[src/rtl/i2c_pkg.sv]
// Shared definitions for the I2C transfer arbiter: state encoding, word layout, sizes.
package i2c_pkg;

  localparam int unsigned WORD_W     = 24;
  localparam int unsigned N_REQ      = 2;
  localparam logic [7:0]  CODEC_ADDR = 8'h34;

  typedef enum logic [2:0] {
    IDLE      = 3'd0,
    ISSUE     = 3'd1,
    WAIT_DONE = 3'd2,
    WAIT_CLR  = 3'd3,
    RESP      = 3'd4
  } arb_state_t;

  // One transfer word as handed to i2c_ctrl.
  typedef struct packed {
    logic [7:0]  dev_addr;
    logic [15:0] reg_addr;
  } xfer_word_t;

  // One-hot completion vector for a requester index.
  function automatic logic [N_REQ-1:0] grant_onehot(input logic idx);
    return N_REQ'(1) << idx;
  endfunction

endpackage

[src/rtl/i2c_arb_if.sv]
// Requester and i2c_ctrl signals seen by the arbiter, bundled as one interface.
interface i2c_arb_if;
  import i2c_pkg::*;

  logic [N_REQ-1:0] rq_req;
  xfer_word_t       rq_data0;
  xfer_word_t       rq_data1;
  logic [N_REQ-1:0] rq_done;
  logic             rq_err;
  logic             ctl_go;
  xfer_word_t       ctl_data;
  logic             ctl_done;
  logic             ctl_nack;
  logic             busy;
  logic             owner;

  // Arbiter side.
  modport master (
    input  rq_req, rq_data0, rq_data1, ctl_done, ctl_nack,
    output rq_done, rq_err, ctl_go, ctl_data, busy, owner
  );

  // Requesters plus i2c_ctrl side.
  modport slave (
    output rq_req, rq_data0, rq_data1, ctl_done, ctl_nack,
    input  rq_done, rq_err, ctl_go, ctl_data, busy, owner
  );

endinterface

[src/rtl/i2c_rr_pick.sv]
// Two-way round-robin picker: on a tie, grant the index not granted last.
module i2c_rr_pick
  import i2c_pkg::*;
(
  input  logic [N_REQ-1:0] req,
  input  logic             last,
  output logic             vld_c,
  output logic             idx_c
);

  // Winner selection from current requests and last-grant pointer.
  always_comb begin
    vld_c = |req;
    idx_c = 1'b0;
    if (&req) begin
      idx_c = ~last;
    end else begin
      idx_c = req[1];
    end
  end

endmodule

[src/rtl/i2c_arb.sv]
// Arbiter sharing one i2c_ctrl between the config sequencer and runtime volume control,
// with NACK retry and per-attempt timeout.
module i2c_arb
  import i2c_pkg::*;
#(
  parameter int unsigned MAX_RETRY = 3,
  parameter int unsigned TIMEOUT   = 2_000_000
) (
  input  logic       clk_50m,
  input  logic       rst_n,
  i2c_arb_if.master  bus
);

  localparam int unsigned RETRY_CLOG = $clog2(MAX_RETRY + 1);
  localparam int unsigned RETRY_W    = (RETRY_CLOG > 2) ? RETRY_CLOG : 2;
  localparam int unsigned TMO_W      = $clog2(TIMEOUT + 1);

  localparam logic [RETRY_W-1:0] RETRY_MAX = RETRY_W'(MAX_RETRY);
  localparam logic [TMO_W-1:0]   TMO_LAST  = TMO_W'(TIMEOUT - 1);
  localparam logic [TMO_W-1:0]   TMO_SAT   = TMO_W'(TIMEOUT);

  arb_state_t         state;
  logic               done_s1;
  logic               done_s2;
  logic               done_d;
  logic               nack_q;
  logic               last_grant;
  logic [RETRY_W-1:0] retry_cnt;
  logic [TMO_W-1:0]   tmo_cnt;

  logic               pick_vld_c;
  logic               pick_idx_c;
  logic               done_rise_c;
  logic               tmo_hit_c;

  i2c_rr_pick u_pick (
    .req   (bus.rq_req),
    .last  (last_grant),
    .vld_c (pick_vld_c),
    .idx_c (pick_idx_c)
  );

  // Bring ctl_done from the slow i2c domain in; keep one extra stage for edge detect.
  always_ff @(posedge clk_50m or negedge rst_n) begin
    if (!rst_n) begin
      done_s1 <= 1'b0;
      done_s2 <= 1'b0;
      done_d  <= 1'b0;
    end else begin
      done_s1 <= bus.ctl_done;
      done_s2 <= done_s1;
      done_d  <= done_s2;
    end
  end

  assign done_rise_c = done_s2 & ~done_d;
  // Next count would reach TIMEOUT: the attempt has run out of time.
  assign tmo_hit_c   = (tmo_cnt >= TMO_LAST);

  // Transfer FSM with registered outputs; rq_done/rq_err are high only in RESP.
  always_ff @(posedge clk_50m or negedge rst_n) begin
    if (!rst_n) begin
      state        <= IDLE;
      bus.ctl_go   <= 1'b0;
      bus.ctl_data <= '0;
      bus.rq_done  <= '0;
      bus.rq_err   <= 1'b0;
      bus.busy     <= 1'b0;
      bus.owner    <= 1'b0;
      nack_q       <= 1'b0;
      last_grant   <= 1'b1;
      retry_cnt    <= '0;
      tmo_cnt      <= '0;
    end else begin
      bus.rq_done <= '0;
      bus.rq_err  <= 1'b0;

      if (state == WAIT_DONE || state == WAIT_CLR) begin
        tmo_cnt <= tmo_hit_c ? TMO_SAT : tmo_cnt + TMO_W'(1);
      end

      case (state)
        IDLE: begin
          if (pick_vld_c) begin
            state        <= ISSUE;
            bus.busy     <= 1'b1;
            bus.ctl_go   <= 1'b1;
            bus.owner    <= pick_idx_c;
            bus.ctl_data <= pick_idx_c ? bus.rq_data1 : bus.rq_data0;
            nack_q       <= 1'b0;
            retry_cnt    <= '0;
            tmo_cnt      <= '0;
          end
        end

        ISSUE: begin
          state <= WAIT_DONE;
        end

        WAIT_DONE: begin
          if (tmo_hit_c) begin
            state       <= RESP;
            bus.ctl_go  <= 1'b0;
            bus.rq_done <= grant_onehot(bus.owner);
            bus.rq_err  <= 1'b1;
          end else if (done_rise_c) begin
            state      <= WAIT_CLR;
            bus.ctl_go <= 1'b0;
            nack_q     <= bus.ctl_nack;
          end
        end

        WAIT_CLR: begin
          if (tmo_hit_c) begin
            state       <= RESP;
            bus.rq_done <= grant_onehot(bus.owner);
            bus.rq_err  <= 1'b1;
          end else if (!done_s2) begin
            if (nack_q && (retry_cnt < RETRY_MAX)) begin
              state      <= ISSUE;
              bus.ctl_go <= 1'b1;
              retry_cnt  <= retry_cnt + RETRY_W'(1);
              tmo_cnt    <= '0;
            end else begin
              state       <= RESP;
              bus.rq_done <= grant_onehot(bus.owner);
              bus.rq_err  <= nack_q;
            end
          end
        end

        RESP: begin
          state      <= IDLE;
          bus.busy   <= 1'b0;
          last_grant <= bus.owner;
        end

        default: begin
          state      <= IDLE;
          bus.busy   <= 1'b0;
          bus.ctl_go <= 1'b0;
        end
      endcase
    end
  end

endmodule

[src/flat_wrapper.sv]
// flat-port wrapper written by rule: the top's interface ports become plain ports
module i2c_arb_flat import i2c_pkg::*;
#(
  parameter int unsigned MAX_RETRY = 3,
  parameter int unsigned TIMEOUT   = 2_000_000
)
  (clk_50m, rst_n, bus_rq_req, bus_rq_data0, bus_rq_data1, bus_ctl_done, bus_ctl_nack, bus_rq_done, bus_rq_err, bus_ctl_go, bus_ctl_data, bus_busy, bus_owner);
  i2c_arb_if bus_i ();
  input  logic clk_50m;
  input  logic rst_n;
  input wire logic [$bits(bus_i.rq_req)-1:0] bus_rq_req;
  input wire logic [$bits(bus_i.rq_data0)-1:0] bus_rq_data0;
  input wire logic [$bits(bus_i.rq_data1)-1:0] bus_rq_data1;
  input wire logic [$bits(bus_i.ctl_done)-1:0] bus_ctl_done;
  input wire logic [$bits(bus_i.ctl_nack)-1:0] bus_ctl_nack;
  output wire logic [$bits(bus_i.rq_done)-1:0] bus_rq_done;
  output wire logic [$bits(bus_i.rq_err)-1:0] bus_rq_err;
  output wire logic [$bits(bus_i.ctl_go)-1:0] bus_ctl_go;
  output wire logic [$bits(bus_i.ctl_data)-1:0] bus_ctl_data;
  output wire logic [$bits(bus_i.busy)-1:0] bus_busy;
  output wire logic [$bits(bus_i.owner)-1:0] bus_owner;
  assign bus_i.rq_req = bus_rq_req;
  assign bus_i.rq_data0 = bus_rq_data0;
  assign bus_i.rq_data1 = bus_rq_data1;
  assign bus_i.ctl_done = bus_ctl_done;
  assign bus_i.ctl_nack = bus_ctl_nack;
  assign bus_rq_done = bus_i.rq_done;
  assign bus_rq_err = bus_i.rq_err;
  assign bus_ctl_go = bus_i.ctl_go;
  assign bus_ctl_data = bus_i.ctl_data;
  assign bus_busy = bus_i.busy;
  assign bus_owner = bus_i.owner;
  i2c_arb #(.MAX_RETRY(MAX_RETRY), .TIMEOUT(TIMEOUT)) u_core (.clk_50m(clk_50m), .rst_n(rst_n), .bus(bus_i));
endmodule
[config.mk]
export PLATFORM = sky130hd
export DESIGN_NAME = i2c_arb_flat
export DESIGN_NICKNAME = d
export VERILOG_FILES = /design/src/rtl/i2c_pkg.sv /design/src/rtl/i2c_arb_if.sv /design/src/rtl/i2c_rr_pick.sv /design/src/rtl/i2c_arb.sv /design/src/flat_wrapper.sv
export SDC_FILE = /design/constraint.sdc
export NUM_CORES = 1
export LEC_CHECK = 0
export ABC_CLOCK_PERIOD_IN_PS = 1700
export CORE_MARGIN = 2
export CORE_UTILIZATION = 45
export CTS_BUF_LIST = sky130_fd_sc_hd__clkbuf_4 sky130_fd_sc_hd__clkbuf_8
export DETAILED_ROUTE_END_ITERATION = 8
export PLACE_DENSITY = 0.88
export SYNTH_ARGS = -nofsm -noshare
export SYNTH_HDL_FRONTEND = slang
export SYNTH_SLANG_ARGS = --single-unit
export TNS_END_PERCENT = 10
[constraint.sdc]
create_clock -name clk_50m -period 1.7 [get_ports clk_50m]
set_input_delay 0.255 -clock clk_50m [delete_from_list [all_inputs] [get_ports clk_50m]]
set_output_delay 0.255 -clock clk_50m [all_outputs]
set_load 0.01 [all_outputs]
# After elaboration in Yosys (flattened, before gate mapping)
# Index checks and enable logic that the tools add are counted.
dict set report totals {
  ff_bits 61
  latchBits 0
  ram_bits 0
  mem_bits_ro 0
  input_bits 54
  out_inout_bits 30
  wordCells 95
  memories 0
}
dict set report op_classes {
  n_addsub 2
  n_mul 0
  div_mod_pow 0
  order_cmp 2
  eq_ne 12
  shifts 1
  n_mux 43
  bitwise 5
  n_reduce_logical 15
}
# cell count
set op_table {}
lappend op_table {{$mux W21} 6}
lappend op_table {{$pmux W21 S2} 1}
lappend op_table {{$mux W24} 1}
lappend op_table {{$add A21 B1 Y21 const B} 1}
lappend op_table {{$ge A21 B21 Y1 const B} 1}
lappend op_table {{$mux W3} 6}
lappend op_table {{$mux W2} 8}
lappend op_table {{$mux W1} 14}
lappend op_table {{$pmux W3 S4} 1}
lappend op_table {{$ne A2 B2 Y1 const B} 4}
lappend op_table {{$pmux W2 S2} 2}
lappend op_table {{$eq A3 B2 Y1 const B} 2}
lappend op_table {{$pmux W1 S2} 3}
lappend op_table {{$reduce_and A2 Y1} 3}
lappend op_table {{$reduce_and A6 Y1} 1}
lappend op_table {{$reduce_and A5 Y1} 1}
lappend op_table {{$ne A2 B1 Y1 const B} 2}
lappend op_table {{$not A1 Y1} 4}
lappend op_table {{$pmux W1 S4} 1}
lappend op_table {{$reduce_and A4 Y1} 1}
lappend op_table {{$reduce_bool A2 Y1} 2}
lappend op_table {{$reduce_or A2 Y1} 2}
lappend op_table {{$eq A3 B1 Y1 const B} 1}
lappend op_table {{$eq A3 B3 Y1 const B} 1}
lappend op_table {{11 further kinds} 11}

# Depth between registers and ports, before layout
# Gate-level depths: netlist (run 1).
dict set report logic_depth {
  ltp_word 7
  ltp_mapped 7
  ltp_nobuf 6
}

# Modules after synthesis
# From an unflattened synthesis (run 1), not the netlist that was laid out.
dict set report unflattened {
  cells_unflattened 301
  hier_area_um2 3106.7
}
# module n_inst cells_each area_per_inst_um2 seq_area_each_um2
set by_module_without_submodules {}
lappend by_module_without_submodules {i2c_arb 1 299 3093.0 1527.7}
lappend by_module_without_submodules {i2c_rr_pick 1 2 13.8 0.0}

# Worst setup path before layout (run 1)
# OpenSTA, ideal clock, no wires.
dict set report synth_timing {
  kind {reg-to-reg}
  startpoint {register u_core.tmo_cnt[7]}
  endpoint {register u_core.tmo_cnt[14]}
  setup_time_ns 0.119
  arrival_time_ns 1.706
  t_required_ns 1.581
  setup_slack_ns -0.125
  path_stages_with_launch 7
  path_buffers 1
  synth_period_minus_slack_ns 1.825
  path_cell_list {dfrtp_1 -> or3_4 -> nor4_4 -> a21oi_2 -> o211ai_4 -> buf_6 -> nor2_1}
}
dict set report synth_between {
  elab_chain_len 7
  word_cells_on_any_way 9
  classes_between {add/sub: 1; order compare: 1; mux: 7}
}
# element line_no
set synth_rtl {}
lappend synth_rtl {{start: declaration} i2c_arb.sv:29} ;# logic [TMO_W-1:0] tmo_cnt;
lappend synth_rtl {{start signal: assignment} i2c_arb.sv:79} ;# tmo_cnt <= tmo_hit_c ? TMO_SAT : tmo_cnt + TMO_W'(1);
lappend synth_rtl {{$add A21 B1 Y21 / $ge A21 B21 Y1 (equally long branches)} {i2c_arb.sv:79, i2c_arb.sv:58}}
lappend synth_rtl {{$mux W21} i2c_arb.sv:79}
lappend synth_rtl {{$mux W21} i2c_arb.sv:78} ;# if (state == WAIT_DONE || state == WAIT_CLR) begin
lappend synth_rtl {{$mux W21} i2c_arb.sv:119} ;# if (nack_q && (retry_cnt < RETRY_MAX)) begin
lappend synth_rtl {{$mux W21} i2c_arb.sv:118} ;# end else if (!done_s2) begin
lappend synth_rtl {{$mux W21} i2c_arb.sv:114} ;# if (tmo_hit_c) begin
lappend synth_rtl {{$pmux W21 S2 *} i2c_arb.sv:82} ;# case (state)
# Every way passes the cells marked *; elsewhere a longest branch is shown, timed or not.
# A chain may end at the register's enable or synchronous reset.

# Final worst setup path (run 1)
dict set report layout_timing {
  startpoint {register u_core.tmo_cnt[12]}
  endpoint {register u_core.tmo_cnt[2]}
}
dict set report layout_between {
  elab_chain_len 7
  word_cells_on_any_way 8
  classes_between {order compare: 1; mux: 7}
}
# element line_no
set layout_rtl {}
lappend layout_rtl {{$ge A21 B21 Y1 *} i2c_arb.sv:58} ;# assign tmo_hit_c = (tmo_cnt >= TMO_LAST);
lappend layout_rtl {{$mux W21} i2c_arb.sv:79}
lappend layout_rtl {{$mux W21} i2c_arb.sv:78}
lappend layout_rtl {{$mux W21} i2c_arb.sv:119}
lappend layout_rtl {{$mux W21} i2c_arb.sv:118}
lappend layout_rtl {{$mux W21} i2c_arb.sv:114}
lappend layout_rtl {{$pmux W21 S2 *} i2c_arb.sv:82}
# Marks and branches as above.

==> impl_metrics.env, run 1 <==
export IMPL_endpoint_kind="flip-flop"
export IMPL_avgSynthCellArea_um2=10.22
export IMPL_place_ws_ps=-154.9
export IMPL_period_share=1.044
export IMPL_synth_cell_types=43
export IMPL_clk_latency_ps=340
export IMPL_synth_top_area_frac=0.5051
export IMPL_hp_class="primary input to flip-flop"
export IMPL_gr_total_overflow=0
export IMPL_finalSetupViolCount=25
export IMPL_start_util=0.4655
export IMPL_seq_power_share=0.336
export IMPL_setup_slack_ps=-74.67
export IMPL_vias=2713
export IMPL_antenna_found_initial=0
export IMPL_dieArea_mm2=0.007273
export IMPL_cts_sinks=61
export IMPL_timing_critical_path_buf_inv=1
export IMPL_synthCells=291
export IMPL_crit_arrival_ps=2000
export IMPL_tightest_slew_ps=559.1
export IMPL_hpwl_um=5781
export IMPL_syn_to_final_growth_pct=56.40
export IMPL_failed_checks="negative setup slack"
export IMPL_p_total_mw=6.471
export IMPL_synth_edf_count=0
export IMPL_p_int_mw=4.257
export IMPL_ys_seq_area_frac=0.5139
export IMPL_htree_levels=3
export IMPL_wirelength_um=8412
export IMPL_regArea_mm2=0.001528
export IMPL_synth_fp_nets=347
export IMPL_fin_nets=477
export IMPL_max_stage_delay_ps=420
export IMPL_p_leak_nw=2.076
export IMPL_power_frac_clock=0.248
export IMPL_core_rowCount=29
export IMPL_synth_common_cells="60 x dfrtp_1, 44 x nand2_1, 26 x mux2i_1, 26 x nor2_1, 26 x o21ai_0"
export IMPL_die_y_um=85.28
export IMPL_cts_buffer_depth=2
export IMPL_port_buffers=83
export IMPL_crit_cells=6
export IMPL_maxSlewHeadroom=0.6273
export IMPL_status="complete, but fails checks"
export IMPL_hold_depth=1
export IMPL_drc_errors=0
export IMPL_min_period_ps=1775
export IMPL_ys_ff_latch=61
export IMPL_crit_slowest_cell="dfrtp_1"
export IMPL_crit_fanout=14
export IMPL_p_sw_frac=0.3422
export IMPL_maxCapViolCount=0
export IMPL_post_drt_wl_per_cell_um=16.72
export IMPL_worst_ir_drop_vdd_mv=0.9353
export IMPL_drive_gt1_frac=0.2371
export IMPL_cp_cell_sequence="nor4_4 -> a311oi_4 -> a211o_4 -> o211ai_4 -> buf_12 -> nor2_1"
export IMPL_critical_path_top_delay_family="compound AO/OA/AOI/OAI gates"
export IMPL_synth_largest_area_cell="dfrtp_1"
export IMPL_critPathKind="flip-flop to flip-flop"
export IMPL_synth_most_common_cell="dfrtp_1"
export IMPL_syn_area_mm2=0.002973
export IMPL_netSwitchingPower_mw=2.214
export IMPL_r2r_cells=6
export IMPL_async_reset_ff_frac=1.000
export IMPL_hold_slack_ps=347.7
export IMPL_gp_congestion=0.8599
export IMPL_timing_fmax_ghz=0.5635
export IMPL_fin_setup_tns_ps=-1176
export IMPL_combPwrFrac=0.416
export IMPL_synth_main_ff_cell="dfrtp_1"
export IMPL_io_pins=84
export IMPL_power_density_mw_per_mm2=1392
export IMPL_grt_pass1_wl_um=13260
export IMPL_grt_max_degree=62
export IMPL_coreArea_mm2=0.006386
export IMPL_finalHoldViolCount=0
export IMPL_multi_input_area_mm2=0.001518
export IMPL_die_w_um=85.28
export IMPL_via_per_inst=5.394
export IMPL_drv_slew=0
export IMPL_rsz0062_at_grt="yes"
export IMPL_cts_made_buffers=9
export IMPL_ys_top_cells_by_area="dfrtp_1 51%, mux2i_1 8.8%, nand2_1 5.6%, o21ai_0 4.4%, xnor2_1 3.5%"
export IMPL_crit_path_start_kind="flip-flop"
export IMPL_path_clk_slew_ps=70
export IMPL_drtAntennaViolNets=0
export IMPL_grt_use_total=0.2358
export IMPL_drtIter0Drc=185
export IMPL_clockRootBuffer="clkbuf_8"
export IMPL_skew_ps=8.160
export IMPL_diodes=0
export IMPL_grt_pass1_vias=2873
export IMPL_first_pass_iters=4
export IMPL_cp_required_ps=1930
export IMPL_fill_cells=391
export IMPL_cts_tree="yes"
export IMPL_yosysWarnings=0
## metrics by stage
step           instances  instance area [um2]    util
3_3_place_gp         479                 4229  0.6622
6_report             503                 4649  0.7281
4_1_cts              498                 4529  0.7092
5_1_grt              503                 4649  0.7281
2_1_floorplan        291                 3009       -
3_5_place_dp         479                 4229  0.6622
## cell type report
cell class                      instances  area share
Timing Repair Buffer                  133      0.2670
Clock buffer                           10     0.02960
Clock inverter                          6     0.02368
Tap cell                               77     0.02072
Sequential cell                        61      0.3286
Multi-Input combinational cell        211      0.3264
Inverter                                5    0.004037
## logic make-up after synthesis
| logic type | Yosys count | share of synthesized area |
|---|---|---|
| buffers and inverters | 20 | 0.03283 |
| XOR/XNOR | 19 | 0.05598 |
| adder cells (fa/ha/maj) | 2 | 0.008416 |
| flip-flops | 61 | 0.5139 |
| AND/OR/NAND/NOR | 110 | 0.1877 |
| multiplexers | 27 | 0.09133 |
| AO/OA/AOI/OAI | 52 | 0.1099 |
## timing repair
item,CTS,global route
hold endpoints to repair,60,0
hold buffers,1,0
buffers inserted,2,4
resized for setup,6,14
endpoints found under the setup margin,25,30
pin swaps,2,5
gates cloned,0,1
## path summary, 6_finish.rpt
| kind | from | end | slack (ps) |
|---|---|---|---|
| hold reg to reg | u_core.done_s1 | u_core.done_s2 | 370 |
| setup reg to reg | u_core.tmo_cnt[12] | u_core.tmo_cnt[2] | -70 |
| min in group asynchronous | rst_n | u_core.tmo_cnt[17] | 450 |
| max in group asynchronous | rst_n | u_core.last_grant | 930 |
| setup / recovery | u_core.tmo_cnt[12] | u_core.tmo_cnt[2] | -70 |
| hold / removal | bus_ctl_done | u_core.done_s1 | 350 |
## power groups by stage
stage          registers [mW]  clock network, mW  logic, mW
2_1_floorplan            2.27                  0       1.04
3_3_place_gp             2.13                  0       2.44
3_5_place_dp             2.16                  0       2.55
4_1_cts                  2.15               1.62       2.60
5_1_grt                  2.22               1.70       2.91
6_report                 2.17               1.60       2.69
## registers in the layout (all words and copies together) (netlist names), 2 cells and up
register	count
u_core.bus.ctl_data	24
u_core.tmo_cnt	21
u_core.state	3
u_core.bus.rq_done	2
u_core.retry_cnt	2
## placed cells by master (no fill, tap or decap), types with 3 or more instances in the layout
cell | synthesis | routed
bufinv_16 | 0 | 3
xor2_1 | 7 | 7
nor2_1 | 26 | 25
nand4_1 | 5 | 5
dfrtp_1 | 60 | 60
a21oi_1 | 10 | 7
a21oi_2 | 1 | 4
nor2b_1 | 4 | 4
xnor2_1 | 12 | 12
buf_12 | 0 | 3
nand2_1 | 44 | 43
clkdlybuf4s50_1 | 0 | 82
nand3_1 | 10 | 9
mux2i_1 | 26 | 26
o21ai_0 | 26 | 24
buf_4 | 0 | 46
nor3_1 | 3 | 3
nand2b_4 | 2 | 3
clkbuf_8 | 0 | 10
inv_1 | 5 | 5
## layer usage
metal / up-vias / wire, um / GRT usage
li1: 1273 / - / -
met1: 1319 / 3382 / 0.2741
met2: 106 / 4275 / 0.4034
met3: 15 / 606 / 0.08171
met4: 0 / 147 / 0.08514
met5: - / 0 / 0
No activity file was read; power rests on OpenSTA's default activity.
==> run 2: changes to the inputs <==
DONT_BUFFER_PORTS = 1   (was default)
PLACE_DENSITY = 0.71   (was 0.88)
==> run 2 against run 1 <==
The flow still finishes with violations (negative setup slack); non-clock buffer count down 91; sequential cell count unchanged; core utilization down 15 points; critical path depth up 1; via count down 20%; combinational power down 43%; design area down 21%; critical path type unchanged; largest cell class unchanged.
==> impl_metrics.env, run 2 (same netlist as run 1, synthesis figures left out) <==
export IMPL_status="complete, but fails checks"
export IMPL_failed_checks="negative setup slack"
export IMPL_wirelength_um=6178
export IMPL_core_rowCount=29
export IMPL_largestRegisters="u_core.bus.ctl_data x24, u_core.tmo_cnt x21, u_core.state x3"
export IMPL_largest_reg_flops=24
export IMPL_finalSetupViolCount=18
export IMPL_grt_util_met3=0.04767
export IMPL_htree_levels=3
export IMPL_fin_nets=385
export IMPL_setup_slack_ps=-75.02
export IMPL_syn_to_final_growth_pct=23.32
export IMPL_crit_fanout=14
export IMPL_port_buffers=0
export IMPL_vias=2180
export IMPL_dieArea_mm2=0.007273
export IMPL_post_drt_wl_per_cell_um=15.03
export IMPL_mostFrequentLayoutCells="60 x dfrtp_1, 43 x nand2_1, 35 x buf_4, 26 x nor2_1, 26 x mux2i_1"
export IMPL_drtAntennaViolNets=0
export IMPL_path_clk_slew_ps=70
export IMPL_first_pass_iters=4
export IMPL_hpwl_um=4500
export IMPL_skew_ps=4.713
export IMPL_drtIter0Drc=95
export IMPL_timing_fmax_ghz=0.5634
export IMPL_period_share=1.044
export IMPL_crit_arrival_ps=2000
export IMPL_regToRegStartpoint="u_core.retry_cnt[1]"
export IMPL_min_delay_start="bus_ctl_nack"
export IMPL_min_period_ps=1775
export IMPL_io_pins=84
export IMPL_multi_input_area_mm2=0.001435
export IMPL_mostFrequentLayoutCell="dfrtp_1"
export IMPL_crit_slowest_cell="dfrtp_1"
export IMPL_drc_errors=0
export IMPL_crit_path_start_kind="flip-flop"
export IMPL_final_area_mm2=0.003666
export IMPL_top_register="u_core.bus.ctl_data"
export IMPL_cp_required_ps=1930
export IMPL_clk_latency_ps=340
export IMPL_worst_ir_drop_vdd_mv=0.8805
export IMPL_maxSlewHeadroom=0.7389
export IMPL_drive_gt1_frac=0.2425
export IMPL_grt_util_met1=0.2359
export IMPL_diodes=0
export IMPL_endpoint_kind="flip-flop"
export IMPL_grt_use_total=0.1829
export IMPL_dpl_cell_area_mm2=0.003361
export IMPL_coreArea_mm2=0.006386
export IMPL_hold_slack_ps=103.8
export IMPL_power_density_mw_per_mm2=1422
export IMPL_start_util=0.4655
export IMPL_place_ws_ps=-122.9
export IMPL_p_leak_nw=1.689
export IMPL_cts_sinks=61
export IMPL_clockRootBuffer="clkbuf_8"
export IMPL_max_stage_delay_ps=400
export IMPL_rsz0062_at_grt="yes"
export IMPL_tightest_slew_ps=391.7
export IMPL_drv_slew=0
export IMPL_cts_buffer_depth=2
export IMPL_maxCapViolCount=0
export IMPL_fill_cells=549
export IMPL_critPathKind="flip-flop to flip-flop"
export IMPL_hp_class="primary input to flip-flop"
export IMPL_cts_made_buffers=9
export IMPL_die_w_um=85.28
export IMPL_busiest_layer="met2"
export IMPL_grt_pass1_wl_um=10360
export IMPL_via_per_inst=5.304
export IMPL_grt_max_degree=62
export IMPL_startpoint="u_core.retry_cnt[1]"
export IMPL_antenna_found_initial=0
export IMPL_finalHoldViolCount=0
export IMPL_grt_pass1_vias=2225
export IMPL_die_y_um=85.28
export IMPL_cts_tree="yes"
export IMPL_gr_total_overflow=0
export IMPL_gr_usage_met2=0.2884
export IMPL_gp_congestion=0.7933
export IMPL_regArea_mm2=0.001528
export IMPL_cp_cell_sequence="ha_2 -> nand2b_4 -> or3_1 -> a211o_4 -> o211ai_4 -> buf_12 -> nor2_1"
## run 2: worst max-delay path: cells and delay by family, from the launching register on
family | cells | cell delay, ps
compound gates | 2 | 400
fa+ha+maj | 1 | 200
buf+inv | 1 | 160
flops | 1 | 400
simple gates | 3 | 500
## run 2: layout make-up
| type | count | area share |
|---|---|---|
| clock buffer | 13 | 0.04710 |
| sequential | 61 | 0.4167 |
| timing repair buffer | 42 | 0.1017 |
| inverter | 5 | 0.005119 |
| clock inverter | 3 | 0.01160 |
| tap | 77 | 0.02628 |
| multi-input combinational | 210 | 0.3915 |
## run 2: what timing repair did
item / in CTS / in global routing
endpoints found under the setup margin: 27 / 54
hold endpoints to repair: 62 / 0
pin swaps: 4 / 2
gates resized for setup: 5 / 5
setup buffers: 0 / 0
hold buffers: 3 / 0
## run 2: stage by stage
step	TNS, ps	util	power [mW]	std cells
finish	-981.5	0.5741	5.215	411
global route	-2467	0.5741	5.574	411
CTS	-941.5	0.5715	5.248	411
floorplan	-353.0	-	3.308	291
global placement	-649.9	0.5263	3.767	392
detailed placement	-1406	0.5263	3.832	392
## run 2: path summary, 6_finish.rpt
path / end / slack, ps / depth (start not counted)
max: u_core.tmo_cnt[12] / -80 / 7
min: u_core.nack_q / 100 / 1
max reg2reg: u_core.tmo_cnt[12] / -80 / 7
min reg2reg: u_core.done_s2 / 350 / 0
max in group asynchronous: u_core.last_grant / 940 / 2
min in group asynchronous: u_core.tmo_cnt[19] / 460 / 2
## run 2: per-layer routing
| metal | part of all wire | vias up |
|---|---|---|
| met4 | 0.016 | 0 |
| met2 | 0.48 | 87 |
| met1 | 0.44 | 996 |
| li1 | - | 1088 |
| met5 | 0 | - |
| met3 | 0.062 | 9 |
## run 2: where the power goes
part / switching [mW] / internal, mW / total [mW]
Sequential: 0.470 / 1.87 / 2.34
Combinational: 0.837 / 0.684 / 1.52
Clock: 0.540 / 0.811 / 1.35
Total: 1.85 / 3.37 / 5.21
